$ cat config.mk
export PLATFORM = sky130hd
export DESIGN_NAME = mac_seq_ctrl_flat
export DESIGN_NICKNAME = d
export VERILOG_FILES = /design/src/rtl/mac_seq_ctrl_if.sv /design/src/rtl/mac_seq_ctrl.sv /design/src/flat_wrapper.sv
export SDC_FILE = /design/constraint.sdc
export NUM_CORES = 1
export LEC_CHECK = 0
export BUFFER_PORTS_ARGS = -buffer_cell sky130_fd_sc_hd__buf_2
export CAP_MARGIN = 10
export CORE_MARGIN = 10
export CORE_UTILIZATION = 51
export CTS_CLUSTER_DIAMETER = 200
export DETAILED_ROUTE_END_ITERATION = 8
export GPL_TIMING_DRIVEN = 0
export PLACE_DENSITY_LB_ADDON = 0.15
export SLEW_MARGIN = 10
export SYNTH_ARGS = -nofsm -noshare
export SYNTH_HDL_FRONTEND = slang
export SYNTH_SLANG_ARGS = --single-unit
$ cat constraint.sdc
create_clock -name clk -period 4.6 [get_ports clk]
set_input_delay 0.69 -clock clk [delete_from_list [all_inputs] [get_ports clk]]
set_output_delay 0.69 -clock clk [all_outputs]
set_load 0.005 [all_outputs]
$ cat src/rtl/mac_seq_ctrl_if.sv
`default_nettype none
// ---------------------------------------------------------------------------
// mac_seq_ctrl_if : job, operand, MAC-lane and result signals of the MAC
//                   sequencer.                                 Revision 1.0
// ---------------------------------------------------------------------------
interface mac_seq_ctrl_if #(
  parameter int DW    = 32,
  parameter int LEN_W = 10
) ();
  logic             cfg_valid;
  logic             cfg_ready;
  logic [LEN_W-1:0] cfg_len;
  logic             abort;
  logic             in_valid;
  logic             in_ready;
  logic [DW-1:0]    in_data;
  logic [DW-1:0]    in_weight;
  logic             mac_rst_n;
  logic [DW-1:0]    mac_data_value;
  logic             mac_data_valid;
  logic [DW-1:0]    mac_weight_value;
  logic             mac_weight_valid;
  logic [DW-1:0]    mac_out;
  logic             res_valid;
  logic             res_ready;
  logic [DW-1:0]    res_data;
  logic             busy;

  // Scheduler / MAC-lane side of the sequencer
  modport master (
    output cfg_valid, cfg_len, abort, in_valid, in_data, in_weight,
           mac_out, res_ready,
    input  cfg_ready, in_ready, mac_rst_n, mac_data_value, mac_data_valid,
           mac_weight_value, mac_weight_valid, res_valid, res_data, busy
  );

  // The sequencer itself
  modport slave (
    input  cfg_valid, cfg_len, abort, in_valid, in_data, in_weight,
           mac_out, res_ready,
    output cfg_ready, in_ready, mac_rst_n, mac_data_value, mac_data_valid,
           mac_weight_value, mac_weight_valid, res_valid, res_data, busy
  );
endinterface
`default_nettype wire

$ cat src/rtl/mac_seq_ctrl.sv
`default_nettype none
// ---------------------------------------------------------------------------
// mac_seq_ctrl : clears one MAC lane, streams a job's operand pairs into it,
//                waits out the MAC latency and returns the dot product.
//                                                              Revision 1.0
// ---------------------------------------------------------------------------
module mac_seq_ctrl #(
  parameter int DW      = 32,
  parameter int LEN_W   = 10,
  parameter int MAC_LAT = 2
) (
  input  wire           clk,
  input  wire           rst,
  mac_seq_ctrl_if.slave bus
);

  localparam logic [2:0] c_IDLE   = 3'd0;
  localparam logic [2:0] c_CLEAR  = 3'd1;
  localparam logic [2:0] c_STREAM = 3'd2;
  localparam logic [2:0] c_DRAIN  = 3'd3;
  localparam logic [2:0] c_DONE   = 3'd4;

  localparam int c_DRN_W = (MAC_LAT < 1) ? 1 : $clog2(MAC_LAT + 1);

  logic [2:0]         r_state;
  logic [LEN_W-1:0]   r_len;
  logic [LEN_W-1:0]   r_cnt;
  logic [c_DRN_W-1:0] r_drain;
  logic               r_mac_rst_n;
  logic               r_mac_valid;
  logic [DW-1:0]      r_mac_data;
  logic [DW-1:0]      r_mac_weight;
  logic [DW-1:0]      r_res_data;

  logic w_abort;
  logic w_last;

  assign w_abort = bus.abort && (r_state != c_IDLE);
  assign w_last  = (r_cnt == (r_len - LEN_W'(1)));

  always_ff @(posedge clk) begin
    if (rst) begin
      r_state      <= c_IDLE;
      r_len        <= '0;
      r_cnt        <= '0;
      r_drain      <= '0;
      r_mac_rst_n  <= 1'b0;
      r_mac_valid  <= 1'b0;
      r_mac_data   <= '0;
      r_mac_weight <= '0;
      r_res_data   <= '0;
    end else begin
      // Operands are single-cycle pulses; the accumulator clear is too
      r_mac_rst_n <= 1'b1;
      r_mac_valid <= 1'b0;
      if (w_abort) begin
        r_state     <= c_IDLE;
        r_mac_rst_n <= 1'b0;
      end else begin
        case (r_state)
          c_IDLE: begin
            if (bus.cfg_valid) begin
              r_len <= bus.cfg_len;
              r_cnt <= '0;
              if (bus.cfg_len == '0) begin
                r_res_data <= '0;
                r_state    <= c_DONE;
              end else begin
                r_mac_rst_n <= 1'b0;
                r_state     <= c_CLEAR;
              end
            end
          end
          c_CLEAR: begin
            r_cnt   <= '0;
            r_state <= c_STREAM;
          end
          c_STREAM: begin
            if (bus.in_valid) begin
              r_mac_data   <= bus.in_data;
              r_mac_weight <= bus.in_weight;
              r_mac_valid  <= 1'b1;
              r_cnt        <= r_cnt + LEN_W'(1);
              if (w_last) begin
                r_drain <= c_DRN_W'(MAC_LAT);
                r_state <= c_DRAIN;
              end
            end
          end
          c_DRAIN: begin
            // Zero count marks the cycle the last product reaches mac_out
            if (r_drain == '0) begin
              r_res_data <= bus.mac_out;
              r_state    <= c_DONE;
            end else begin
              r_drain <= r_drain - c_DRN_W'(1);
            end
          end
          c_DONE: begin
            if (bus.res_ready) begin
              r_state <= c_IDLE;
            end
          end
          default: r_state <= c_IDLE;
        endcase
      end
    end
  end

  assign bus.cfg_ready        = (r_state == c_IDLE);
  assign bus.in_ready         = (r_state == c_STREAM);
  assign bus.busy             = (r_state != c_IDLE);
  assign bus.res_valid        = (r_state == c_DONE);
  assign bus.res_data         = r_res_data;
  assign bus.mac_rst_n        = r_mac_rst_n;
  assign bus.mac_data_value   = r_mac_data;
  assign bus.mac_data_valid   = r_mac_valid;
  assign bus.mac_weight_value = r_mac_weight;
  assign bus.mac_weight_valid = r_mac_valid;

endmodule
`default_nettype wire

$ cat src/flat_wrapper.sv
// flat-port wrapper written by rule: the top's interface ports become plain ports
module mac_seq_ctrl_flat 
#(
  parameter int DW      = 32,
  parameter int LEN_W   = 10,
  parameter int MAC_LAT = 2
)
  (clk, rst, bus_cfg_valid, bus_cfg_len, bus_abort, bus_in_valid, bus_in_data, bus_in_weight, bus_mac_out, bus_res_ready, bus_cfg_ready, bus_in_ready, bus_mac_rst_n, bus_mac_data_value, bus_mac_data_valid, bus_mac_weight_value, bus_mac_weight_valid, bus_res_valid, bus_res_data, bus_busy);
  mac_seq_ctrl_if #(.DW(DW), .LEN_W(LEN_W)) bus_i ();
  input  wire clk;
  input  wire rst;
  input wire logic [$bits(bus_i.cfg_valid)-1:0] bus_cfg_valid;
  input wire logic [$bits(bus_i.cfg_len)-1:0] bus_cfg_len;
  input wire logic [$bits(bus_i.abort)-1:0] bus_abort;
  input wire logic [$bits(bus_i.in_valid)-1:0] bus_in_valid;
  input wire logic [$bits(bus_i.in_data)-1:0] bus_in_data;
  input wire logic [$bits(bus_i.in_weight)-1:0] bus_in_weight;
  input wire logic [$bits(bus_i.mac_out)-1:0] bus_mac_out;
  input wire logic [$bits(bus_i.res_ready)-1:0] bus_res_ready;
  output wire logic [$bits(bus_i.cfg_ready)-1:0] bus_cfg_ready;
  output wire logic [$bits(bus_i.in_ready)-1:0] bus_in_ready;
  output wire logic [$bits(bus_i.mac_rst_n)-1:0] bus_mac_rst_n;
  output wire logic [$bits(bus_i.mac_data_value)-1:0] bus_mac_data_value;
  output wire logic [$bits(bus_i.mac_data_valid)-1:0] bus_mac_data_valid;
  output wire logic [$bits(bus_i.mac_weight_value)-1:0] bus_mac_weight_value;
  output wire logic [$bits(bus_i.mac_weight_valid)-1:0] bus_mac_weight_valid;
  output wire logic [$bits(bus_i.res_valid)-1:0] bus_res_valid;
  output wire logic [$bits(bus_i.res_data)-1:0] bus_res_data;
  output wire logic [$bits(bus_i.busy)-1:0] bus_busy;
  assign bus_i.cfg_valid = bus_cfg_valid;
  assign bus_i.cfg_len = bus_cfg_len;
  assign bus_i.abort = bus_abort;
  assign bus_i.in_valid = bus_in_valid;
  assign bus_i.in_data = bus_in_data;
  assign bus_i.in_weight = bus_in_weight;
  assign bus_i.mac_out = bus_mac_out;
  assign bus_i.res_ready = bus_res_ready;
  assign bus_cfg_ready = bus_i.cfg_ready;
  assign bus_in_ready = bus_i.in_ready;
  assign bus_mac_rst_n = bus_i.mac_rst_n;
  assign bus_mac_data_value = bus_i.mac_data_value;
  assign bus_mac_data_valid = bus_i.mac_data_valid;
  assign bus_mac_weight_value = bus_i.mac_weight_value;
  assign bus_mac_weight_valid = bus_i.mac_weight_valid;
  assign bus_res_valid = bus_i.res_valid;
  assign bus_res_data = bus_i.res_data;
  assign bus_busy = bus_i.busy;
  mac_seq_ctrl #(.DW(DW), .LEN_W(LEN_W), .MAC_LAT(MAC_LAT)) u_core (.clk(clk), .rst(rst), .bus(bus_i));
endmodule
==> results of run 1 <==
-- area by class of cell --
class	count	area share, %
Timing Repair Buffer	213	16.1
Sequential cell	123	37.1
Clock inverter	14	1.49
Antenna cell	1	0.0377
Tap cell	129	2.43
Buffer	43	2.55
Inverter	7	0.396
Clock buffer	18	6.45
Multi-Input combinational cell	451	33.4
-- kinds of logic after synthesis --
logic type      share of synthesized area, %
flops                                   50.5
xor+xnor                                2.87
simple gates                            25.6
fa+ha+maj                              0.770
buf+inv                                 4.00
mux                                    0.616
compound gates                          15.6
-- power breakdown --
group	switching (mW)	internal, mW	leakage (nW)	total, mW
Combinational	0.112	0.0896	1.62	0.201
Sequential	0.0139	1.08	0.993	1.10
Clock	0.496	0.675	0.253	1.17
-- cells in the final DEF (no fill, tap or decap), drive strengths merged, types with 2 or more instances in the layout --
cell type,n
and3,2
clkinvlp,4
o21ai,5
clkinv,8
or3,5
o22ai,2
or4,2
a21o,5
nor2,21
o211ai,2
inv,9
or4b,2
mux2i,3
and2,4
a21oi,117
xnor2,7
xor2,9
or3b,2
nand3,36
nor2b,4
or2,3
clkbuf,57
nor3,3
dfxtp,123
nand4,6
buf,217
nor4,3
ha,3
nand2,193
nand2b,2
-- layer usage --
| metal | vias up | global-route usage (%) | share of wire [%] |
|---|---|---|---|
| met5 | - | 0 | 0.044 |
| met4 | 2 | 9.20 | 2.5 |
| met3 | 38 | 12.1 | 11 |
| met2 | 231 | 39.1 | 50 |
| met1 | 2351 | 22.3 | 36 |
| li1 | 2548 | - | - |
-- path summary, 6_finish.rpt --
path,endpoint,cells after the start
worst max-delay path,u_core.r_drain[1],6
worst min-delay path,u_core.bus.mac_data_value[23],3
worst max register to register,u_core.r_drain[1],6
worst min register to register,u_core.bus.res_data[30],2
-- state kept, by name, indices dropped and copies added (netlist names) --
register                     flops
u_core.bus.mac_data_valid        1
u_core.r_cnt                    10
u_core.bus.mac_data_value       32
u_core.r_len                    10
u_core.bus.mac_rst_n             1
u_core.bus.res_data             32
u_core.r_state                   3
u_core.r_drain                   2
u_core.bus.mac_weight_value     32
-- worst max-delay path: stages, from the launching register on --
cell and delay, ns:
dfxtp_1 0.36, nor4_1 0.57, nand2_1 0.14, mux2i_1 0.15, or4_1 0.45, or4b_1 0.56, a21oi_1 0.13
-- metrics by stage --
stage	std cells	hold slack [ns]	util [%]	area, µm²	total power [mW]
finish	999	0.410	71.4	6630	2.47
CTS	998	0.396	71.4	6630	2.48
detailed placement	966	0.440	65.7	6100	1.32
global route	998	0.399	71.4	6630	2.56
floorplan	624	0.448	-	4870	1.23
global placement	966	0.435	65.7	6100	1.31
==> impl_metrics.csv, run 1 <==
group,metric,value,unit
global_route,grt_max_degree,17,
logic_synthesis,synth_edf_count,0,
floorplan,die_h,118,µm
floorplan,num_rows,35,
timing,fin_tns_setup,0,ns
global_route,grt-ovfl-total,0,
critical_path,cp_max_fo,6,
finish,nets,971,
logic_synthesis,synthFlopType,"dfxtp_1",
clock_network,cts_max_path_buffers,2,
clock_network,hold_buffers,0,
finish,fillCellCount,788,
timing,period_minus_slack,2.44,ns
critical_path,required,5.04,ns
timing,drv_slew,0,
detailed_routing,ant_nets,0,
clock_network,clock_latency,0.51,ns
logic_synthesis,synth_nets,739,
critical_path,crit_start,"u_core.r_len[3]",
placement,place_ws,2.06,ns
critical_path,end_kind,"register",
power_and_ir_drop,powerDensity,372,nW/µm²
flow_run,maxCapViolations,0,
critical_path,crit_type,"register to register",
timing,hold_viol,0,
global_route,grt_pass1_wl,25900,µm
finish,seqCellArea,2460,µm²
clock_network,cts.clk_slew.worst_paths,0.06,ns
clock_network,numClockSinks,123,
logic_synthesis,yosys_warnings,0,
logic_synthesis,ys_seq_area_share,50.5,%
floorplan,die_area,13900,µm²
critical_path,startpoint_type,"register",
floorplan,boundaryPins,215,
timing,finalSetupViolations,0,
worst_hold_path,min_from,"bus_in_data[23]",
timing,finClkSkew,0.00624,ns
logic_synthesis,synthMostInstantiatedCell,"nand2_1",
power_and_ir_drop,ir_worst_vdd,0.293,mV
logic_synthesis,synth_top_area_cell,"dfxtp_1",
timing,rsz0062_at_grt,"no",
critical_path,crit_arrival,2.89,ns
detailed_routing,drc_errors,0,
global_route,grt_pass1_vias,5267,
finish,multiInputGateArea,2220,µm²
logic_synthesis,syn-instance-count,624,
detailed_routing,vias,5170,
timing,worstMarginPinSlew,0.820,ns
floorplan,initial_core_util,52.5,%
timing,fin_ws,2.16,ns
logic_synthesis,ys_async_sr_fraction,0,%
logic_synthesis,synth.cell_area,4870,µm²
power_and_ir_drop,cellLeakagePower,2.87,nW
status,outcome,"finished, final reports clean",
clock_network,post_cts_buffers,0,
critical_path,timing.rr.start,"u_core.r_len[3]",
detailed_routing,wl,16100,µm
logic_synthesis,synthTopCellsByCount,"nand2_1 (193), dfxtp_1 (123), a21oi_1 (116)",
logic_synthesis,synth-seq-cells,123,
logic_synthesis,post_synth_num_cell_types,46,
global_route,antenna_found_initial,1,
timing,slew-limit-headroom,45.2,%
detailed_routing,first_iter_violations,300,
timing,max_freq,410,MHz
global_route,gr-usage-all-layers,22.7,%
detailed_routing,vias_per_cell,5.18,
finish,area.growth.synth_to_final,36.0,%
detailed_routing,drt_pre_antenna_iters,6,
detailed_routing,wire_per_inst,16.1,µm
clock_network,h-tree-depth,4,
placement,gp_congestion,0.846,
floorplan,fp.dieW,118,µm
clock_network,clk_root_buffer_cell,"clkbuf_8",
placement,port-buffer-count,213,
clock_network,ctsResizeCount,0,
critical_path,r2r_slack,2.16,ns
timing,finalCritPeriodShare,53.1,%
clock_network,cts_tree,"built",
logic_synthesis,synth.area.top_cells,"dfxtp_1 (51%), nand2_1 (15%), a21oi_1 (12%), nand3_1 (3.7%), clkbuf_1 (3.0%)",
placement,dp.final_hpwl,12500,µm
worst_hold_path,hold_class,"input port to register",
logic_synthesis,avgSynthCellArea,7.81,µm²
floorplan,core_area,9280,µm²
clock_network,cts_made_buffers,17,
logic_synthesis,synth_top_cell_area_share,50.5,%
finish,drive_above_1_share,29.6,%
Note: power is estimated with default switching activity, not from simulation.
==> run 2, diff against run 1 <==
Settings changed: CORE_UTILIZATION 51 to 43.
Clock period 4.6 ns to 2.17 ns, I/O delays scaled along.
==> run 2 against run 1 <==
Against the previous run: via count down 3.0%; wire length down 0.23%; highest routed layer is now met4; register-to-register slack worse by 2.2 ns.
==> impl_metrics.csv, run 2 (synthesis gave the netlist of run 1 again) <==
group,metric,value,unit
floorplan,boundaryPins,215,
timing,rsz0062_at_grt,"yes",
detailed_routing,drc_errors,0,
critical_path,crit_arrival,2.50,ns
detailed_routing,wl,16000,µm
critical_path,crit_type,"register to register",
timing,finClkSkew,0.00400,ns
floorplan,fp.dieW,126,µm
detailed_routing,drt_pre_antenna_iters,4,
finish,antenna_cells,0,
critical_path,cp_max_fo,4,
global_route,grt_pass1_wl,25300,µm
critical_path,path_buf_inv,1,
clock_network,clock_latency,0.41,ns
power_and_ir_drop,fin_total_pwr,5.60,mW
finish,fin_area,6860,µm²
detailed_routing,vias_per_cell,4.96,
placement,gp_congestion,0.832,
clock_network,cts.clk_slew.worst_paths,0.05,ns
status,outcome,"finished, final reports clean",
finish,final_common_cell,"buf_2",
global_route,gr-usage-all-layers,19.2,%
floorplan,initial_core_util,44.4,%
placement,port-buffer-count,213,
clock_network,cts_max_path_buffers,2,
critical_path,cpPeakStageDelay,0.53,ns
timing,hold_ws,0.154,ns
critical_path,timing.rr.start,"u_core.r_len[1]",
timing,fin_tns_setup,0,ns
critical_path,crit_start,"u_core.r_len[1]",
critical_path,required,2.51,ns
clock_network,numClockSinks,123,
critical_path,r2r_end,"u_core.r_drain[1]",
critical_path,startpoint_type,"register",
finish,final_cell_mix,"buf_2 (214), nand2_1 (193), dfxtp_1 (119)",
critical_path,crit_family,"simple AND/OR/NAND/NOR gates",
detailed_routing,ant_nets,0,
timing,max_freq,463,MHz
floorplan,die_area,16000,µm²
global_route,grt-ovfl-total,0,
clock_network,hold_buffers,0,
placement,dp.final_hpwl,12400,µm
finish,area.growth.synth_to_final,40.8,%
detailed_routing,wire_per_inst,15.9,µm
global_route,grt_max_degree,17,
detailed_routing,vias,5016,
timing,period_minus_slack,2.16,ns
clock_network,clk_root_buffer_cell,"clkbuf_16",
timing,worstMarginPinSlew,0.635,ns
clock_network,cts_made_buffers,17,
floorplan,num_rows,38,
critical_path,end_kind,"register",
detailed_routing,first_iter_violations,211,
finish,drive_above_1_share,32.8,%
finish,nets,974,
critical_path,critPathSlowestCell,"or4b_1",
power_and_ir_drop,powerDensity,817,nW/µm²
critical_path,r2r_slack,0.008,ns
critical_path,ff2ff_path_depth,7,
power_and_ir_drop,ir_worst_vdd,0.643,mV
power_and_ir_drop,cellLeakagePower,2.97,nW
timing,hold_viol,0,
finish,fillCellCount,996,
critical_path,cp_cell_sequence,"inv_1, ha_4, xor2_2, nand4_1, or4_4, or4b_1, a21oi_1",
floorplan,die_h,126,µm
worst_hold_path,hold_class,"input port to register",
global_route,grt_pass1_vias,5127,
timing,slew-limit-headroom,57.7,%
flow_run,maxCapViolations,0,
timing,finalSetupViolations,0,
timing,finalCritPeriodShare,99.6,%
critical_path,crit_cells,7,
critical_path,endpoint,"u_core.r_drain[1]",
clock_network,h-tree-depth,4,
floorplan,core_area,11000,µm²
global_route,antenna_found_initial,0,
placement,placed_area,6120,µm²
timing,drv_slew,0,
clock_network,cts_tree,"built",
[run 2: cell count changes in the layout (fill, tap and decap cells not counted), sizes merged]
cell,previous run,this run
bufinv,0,3
clkbuf,57,61
clkinv,8,4
clkinvlp,4,1
diode,1,0
buf,217,221
inv,9,7
[run 2: power by group]
part | switching, mW | internal, mW | total (mW)
clock | 0.953 | 1.85 | 2.80
combinational | 0.242 | 0.222 | 0.464
sequential | 0.0424 | 2.29 | 2.34
total | 1.24 | 4.37 | 5.60
[run 2: repair_timing]
item,CTS,global route
pin swaps,3,4
endpoints found under the setup margin,74,93
buffers inserted,5,1
resized for setup,17,23
endpoints found under the hold margin,0,0
[run 2: cell type report]
cell class              count  area (µm²)  area share [%]
clock buffers              23         468            6.82
well taps                 140         175            2.55
clock inverters             8         118            1.71
inverters                   7        26.3           0.383
multi-input cells         451        2320            33.8
flip-flops and latches    123        2470            36.1
repair buffers            219        1110            16.2
plain buffers              40         173            2.52
[run 2: worst min path at each step]
stage	from	to	slack [ns]	depth (start not counted)
global placement	u_core.bus.res_data[15]	u_core.bus.res_data[15]	0.43	2
finish	bus_in_data[9]	u_core.bus.mac_data_value[9]	0.15	3
CTS	bus_in_weight[17]	u_core.bus.mac_weight_value[17]	0.14	3
detailed placement	u_core.bus.res_data[21]	u_core.bus.res_data[21]	0.44	2
floorplan	u_core.bus.res_data[0]	u_core.bus.res_data[0]	0.45	2
global route	bus_in_weight[2]	u_core.bus.mac_weight_value[2]	0.14	3
[run 2: worst register-to-register path, delay by kind of cell (launching register included)]
kind	cells	cell delay [ns]
DFF	1	0.35
xor gates and xnor gates	1	0.15
and+or+nand+nor	3	1.12
AOI/OAI and AO/OA	1	0.12
buffers and inverters	1	0.07
adders and majority gates	1	0.28
[run 2: metrics by stage]
step / instances / setup slack (ns) / utilization (%)
after global placement: 977 / -0.163 / 55.7
final: 1011 / 0.00808 / 62.5
after CTS: 1012 / -0.00588 / 61.9
after detailed placement: 977 / -0.253 / 55.7
after floorplan: 624 / 0.0456 / -
after global routing: 1011 / -0.0727 / 62.5
[run 2: routing by layer]
metal / vias to the layer above / track usage, % / wire [µm]
met1: 2276 / 19.5 / 6130
met2: 167 / 33.5 / 8040
li1: 2552 / - / -
met5: - / 0 / 0
met4: 0 / 6.83 / 248
met3: 21 / 9.45 / 1620
==> run 3, diff against run 2 <==
--- a/config.mk
+++ b/config.mk
@@ -14,3 +14,3 @@
 export GPL_TIMING_DRIVEN = 0
-export PLACE_DENSITY_LB_ADDON = 0.15
+export PLACE_DENSITY = 0.74
 export SLEW_MARGIN = 10
--- a/constraint.sdc
+++ b/constraint.sdc
@@ -3,2 +3,2 @@
 set_output_delay 0.3255 -clock clk [all_outputs]
-set_load 0.005 [all_outputs]
+set_load 0.02 [all_outputs]
==> run 3 against run 2 <==
Against the previous run: the run now ends with setup timing left; non-clock buffer count is 1 lower; count of clock-buffer cells in the layout stayed put; global-route usage is 1.0 points lower; combinational power is 5.0% higher; core utilization is 0.11 points lower; register-to-register slack hardly changed; clock power is 3% lower; sequential share of layout area is 0.12 points higher.
==> impl_metrics.csv, run 3 (synthesis gave the netlist of run 1 again) <==
group,metric,value,unit
clock_network,cts.clk_slew.worst_paths,0.05,ns
critical_path,ff2ff_path_depth,6,
placement,port-buffer-count,213,
detailed_routing,first_iter_violations,280,
critical_path,timing.rr.start,"u_core.r_len[3]",
timing,fin_tns_setup,-0.000605,ns
critical_path,r2r_slack,-0.0006,ns
timing,finClkSkew,0.00942,ns
placement,gp_congestion,0.826,
floorplan,num_rows,38,
critical_path,critPathSlowestCell,"or4b_4",
detailed_routing,drt_pre_antenna_iters,4,
timing,worstMarginPinSlew,0.556,ns
floorplan,boundaryPins,215,
global_route,gr-usage-all-layers,18.2,%
critical_path,crit_arrival,2.51,ns
detailed_routing,wl,15700,µm
status,outcome,"complete, but fails checks",
critical_path,end_kind,"register",
global_route,grt-ovfl-total,0,
floorplan,initial_core_util,44.4,%
critical_path,crit_family,"simple AND/OR/NAND/NOR gates",
clock_network,numClockSinks,123,
power_and_ir_drop,powerDensity,807,nW/µm²
placement,dp.final_hpwl,11900,µm
power_and_ir_drop,cellLeakagePower,2.96,nW
detailed_routing,vias_per_cell,4.97,
critical_path,crit_cells,6,
floorplan,die_h,126,µm
timing,rsz0062_at_grt,"yes",
placement,place_ws,-0.200,ns
finish,final_common_cell,"buf_2",
clock_network,cts_tree,"built",
critical_path,startpoint_type,"register",
finish,area.growth.synth_to_final,40.5,%
timing,hold_ws,0.160,ns
timing,period_minus_slack,2.17,ns
clock_network,hold_buffers,0,
finish,seqCellArea,2480,µm²
critical_path,path_buf_inv,0,
critical_path,crit_type,"register to register",
detailed_routing,drc_errors,0,
finish,final_cell_mix,"buf_2 (213), nand2_1 (192), dfxtp_1 (118)",
timing,fin_ws,-0.000605,ns
clock_network,clock_latency,0.40,ns
detailed_routing,ant_nets,0,
critical_path,r2r_end,"u_core.r_drain[1]",
global_route,grt_pass1_vias,4997,
finish,fillCellCount,998,
floorplan,core_area,11000,µm²
critical_path,crit_start,"u_core.r_len[3]",
finish,fin_area,6850,µm²
global_route,grt_pass1_wl,24100,µm
floorplan,fp.dieW,126,µm
floorplan,die_area,16000,µm²
critical_path,cp_max_fo,4,
critical_path,cpPeakStageDelay,0.56,ns
status,violations,"setup timing",
critical_path,endpoint,"u_core.r_drain[1]",
finish,nets,973,
critical_path,cp_cell_sequence,"or3_4, or4b_4, nand3_4, nand2_2, or4b_4, a21oi_2",
timing,finalSetupViolations,1,
timing,slew-limit-headroom,62.9,%
finish,drive_above_1_share,33.1,%
clock_network,cts_max_path_buffers,2,
critical_path,cpMostUsedCell,"or4b_4",
clock_network,h-tree-depth,4,
clock_network,cts_made_buffers,17,
flow_run,maxCapViolations,0,
detailed_routing,wire_per_inst,15.5,µm
timing,finalCritPeriodShare,100,%
global_route,grt_max_degree,17,
detailed_routing,vias,5022,
finish,multiInputGateArea,2320,µm²
placement,placed_area,6120,µm²
worst_hold_path,hold_class,"input port to register",
clock_network,clk_root_buffer_cell,"clkbuf_16",
critical_path,required,2.51,ns
timing,hold_viol,0,
timing,max_freq,461,MHz
finish,fin_cells,1011,
placement,dp.cells,977,
global_route,antenna_found_initial,1,
timing,drv_slew,0,
power_and_ir_drop,ir_worst_vdd,0.613,mV
==> run 3: power breakdown <==
group	switching [mW]	internal [mW]	leakage [nW]
sequential	0.0386	2.29	0.996
clock	0.944	1.76	0.279
combinational	0.268	0.220	1.69
total	1.25	4.28	2.96
==> run 3: metal layers <==
layer	routed length, µm	track usage (%)
met1	5890	18.0
met2	7800	31.5
met3	1830	10.0
met4	197	6.30
met5	0	0
==> run 3: stage by stage <==
stage	utilization [%]	power (mW)
2_1_floorplan	-	2.63
3_3_place_gp	55.7	2.81
3_5_place_dp	55.7	2.81
4_1_cts	61.3	5.53
5_1_grt	62.3	5.71
6_report	62.4	5.53
==> run 3: layout make-up <==
| cell class | count | share of cell area, % |
|---|---|---|
| flip-flops and latches | 123 | 36.2 |
| well taps | 140 | 2.56 |
| plain buffers | 41 | 2.67 |
| multi-input cells | 451 | 33.8 |
| inverters | 7 | 0.384 |
| clock inverters | 7 | 1.33 |
| clock buffers | 23 | 6.98 |
| diodes | 2 | 0.0731 |
| repair buffers | 217 | 16.0 |
==> run 3: worst min-delay path by stage <==
stage	from	end	slack, ns	depth (start not counted)
2_1_floorplan	u_core.r_len[9]	u_core.r_len[9]	0.45	2
3_3_place_gp	u_core.bus.res_data[7]	u_core.bus.res_data[7]	0.44	2
3_5_place_dp	u_core.bus.res_data[12]	u_core.bus.res_data[12]	0.44	2
4_1_cts	bus_in_data[10]	u_core.bus.mac_data_value[10]	0.15	3
5_1_grt	bus_in_weight[7]	u_core.bus.mac_weight_value[7]	0.16	3
6_report	bus_in_data[22]	u_core.bus.mac_data_value[22]	0.16	3
==> run 3: worst reg2reg max path, cell delays in order (launching register included) <==
cell and delay [ns]:
dfxtp_4 0.36, or3_4 0.39, or4b_4 0.56, nand3_4 0.09, nand2_2 0.05, or4b_4 0.53
a21oi_2 0.14
==> run 3: repair_timing <==
action	4_1_cts	5_1_grt
cloned	0	0
pin swaps	1	10
buffers inserted	0	4
gates resized for setup	20	26
endpoints found under the setup margin	67	95
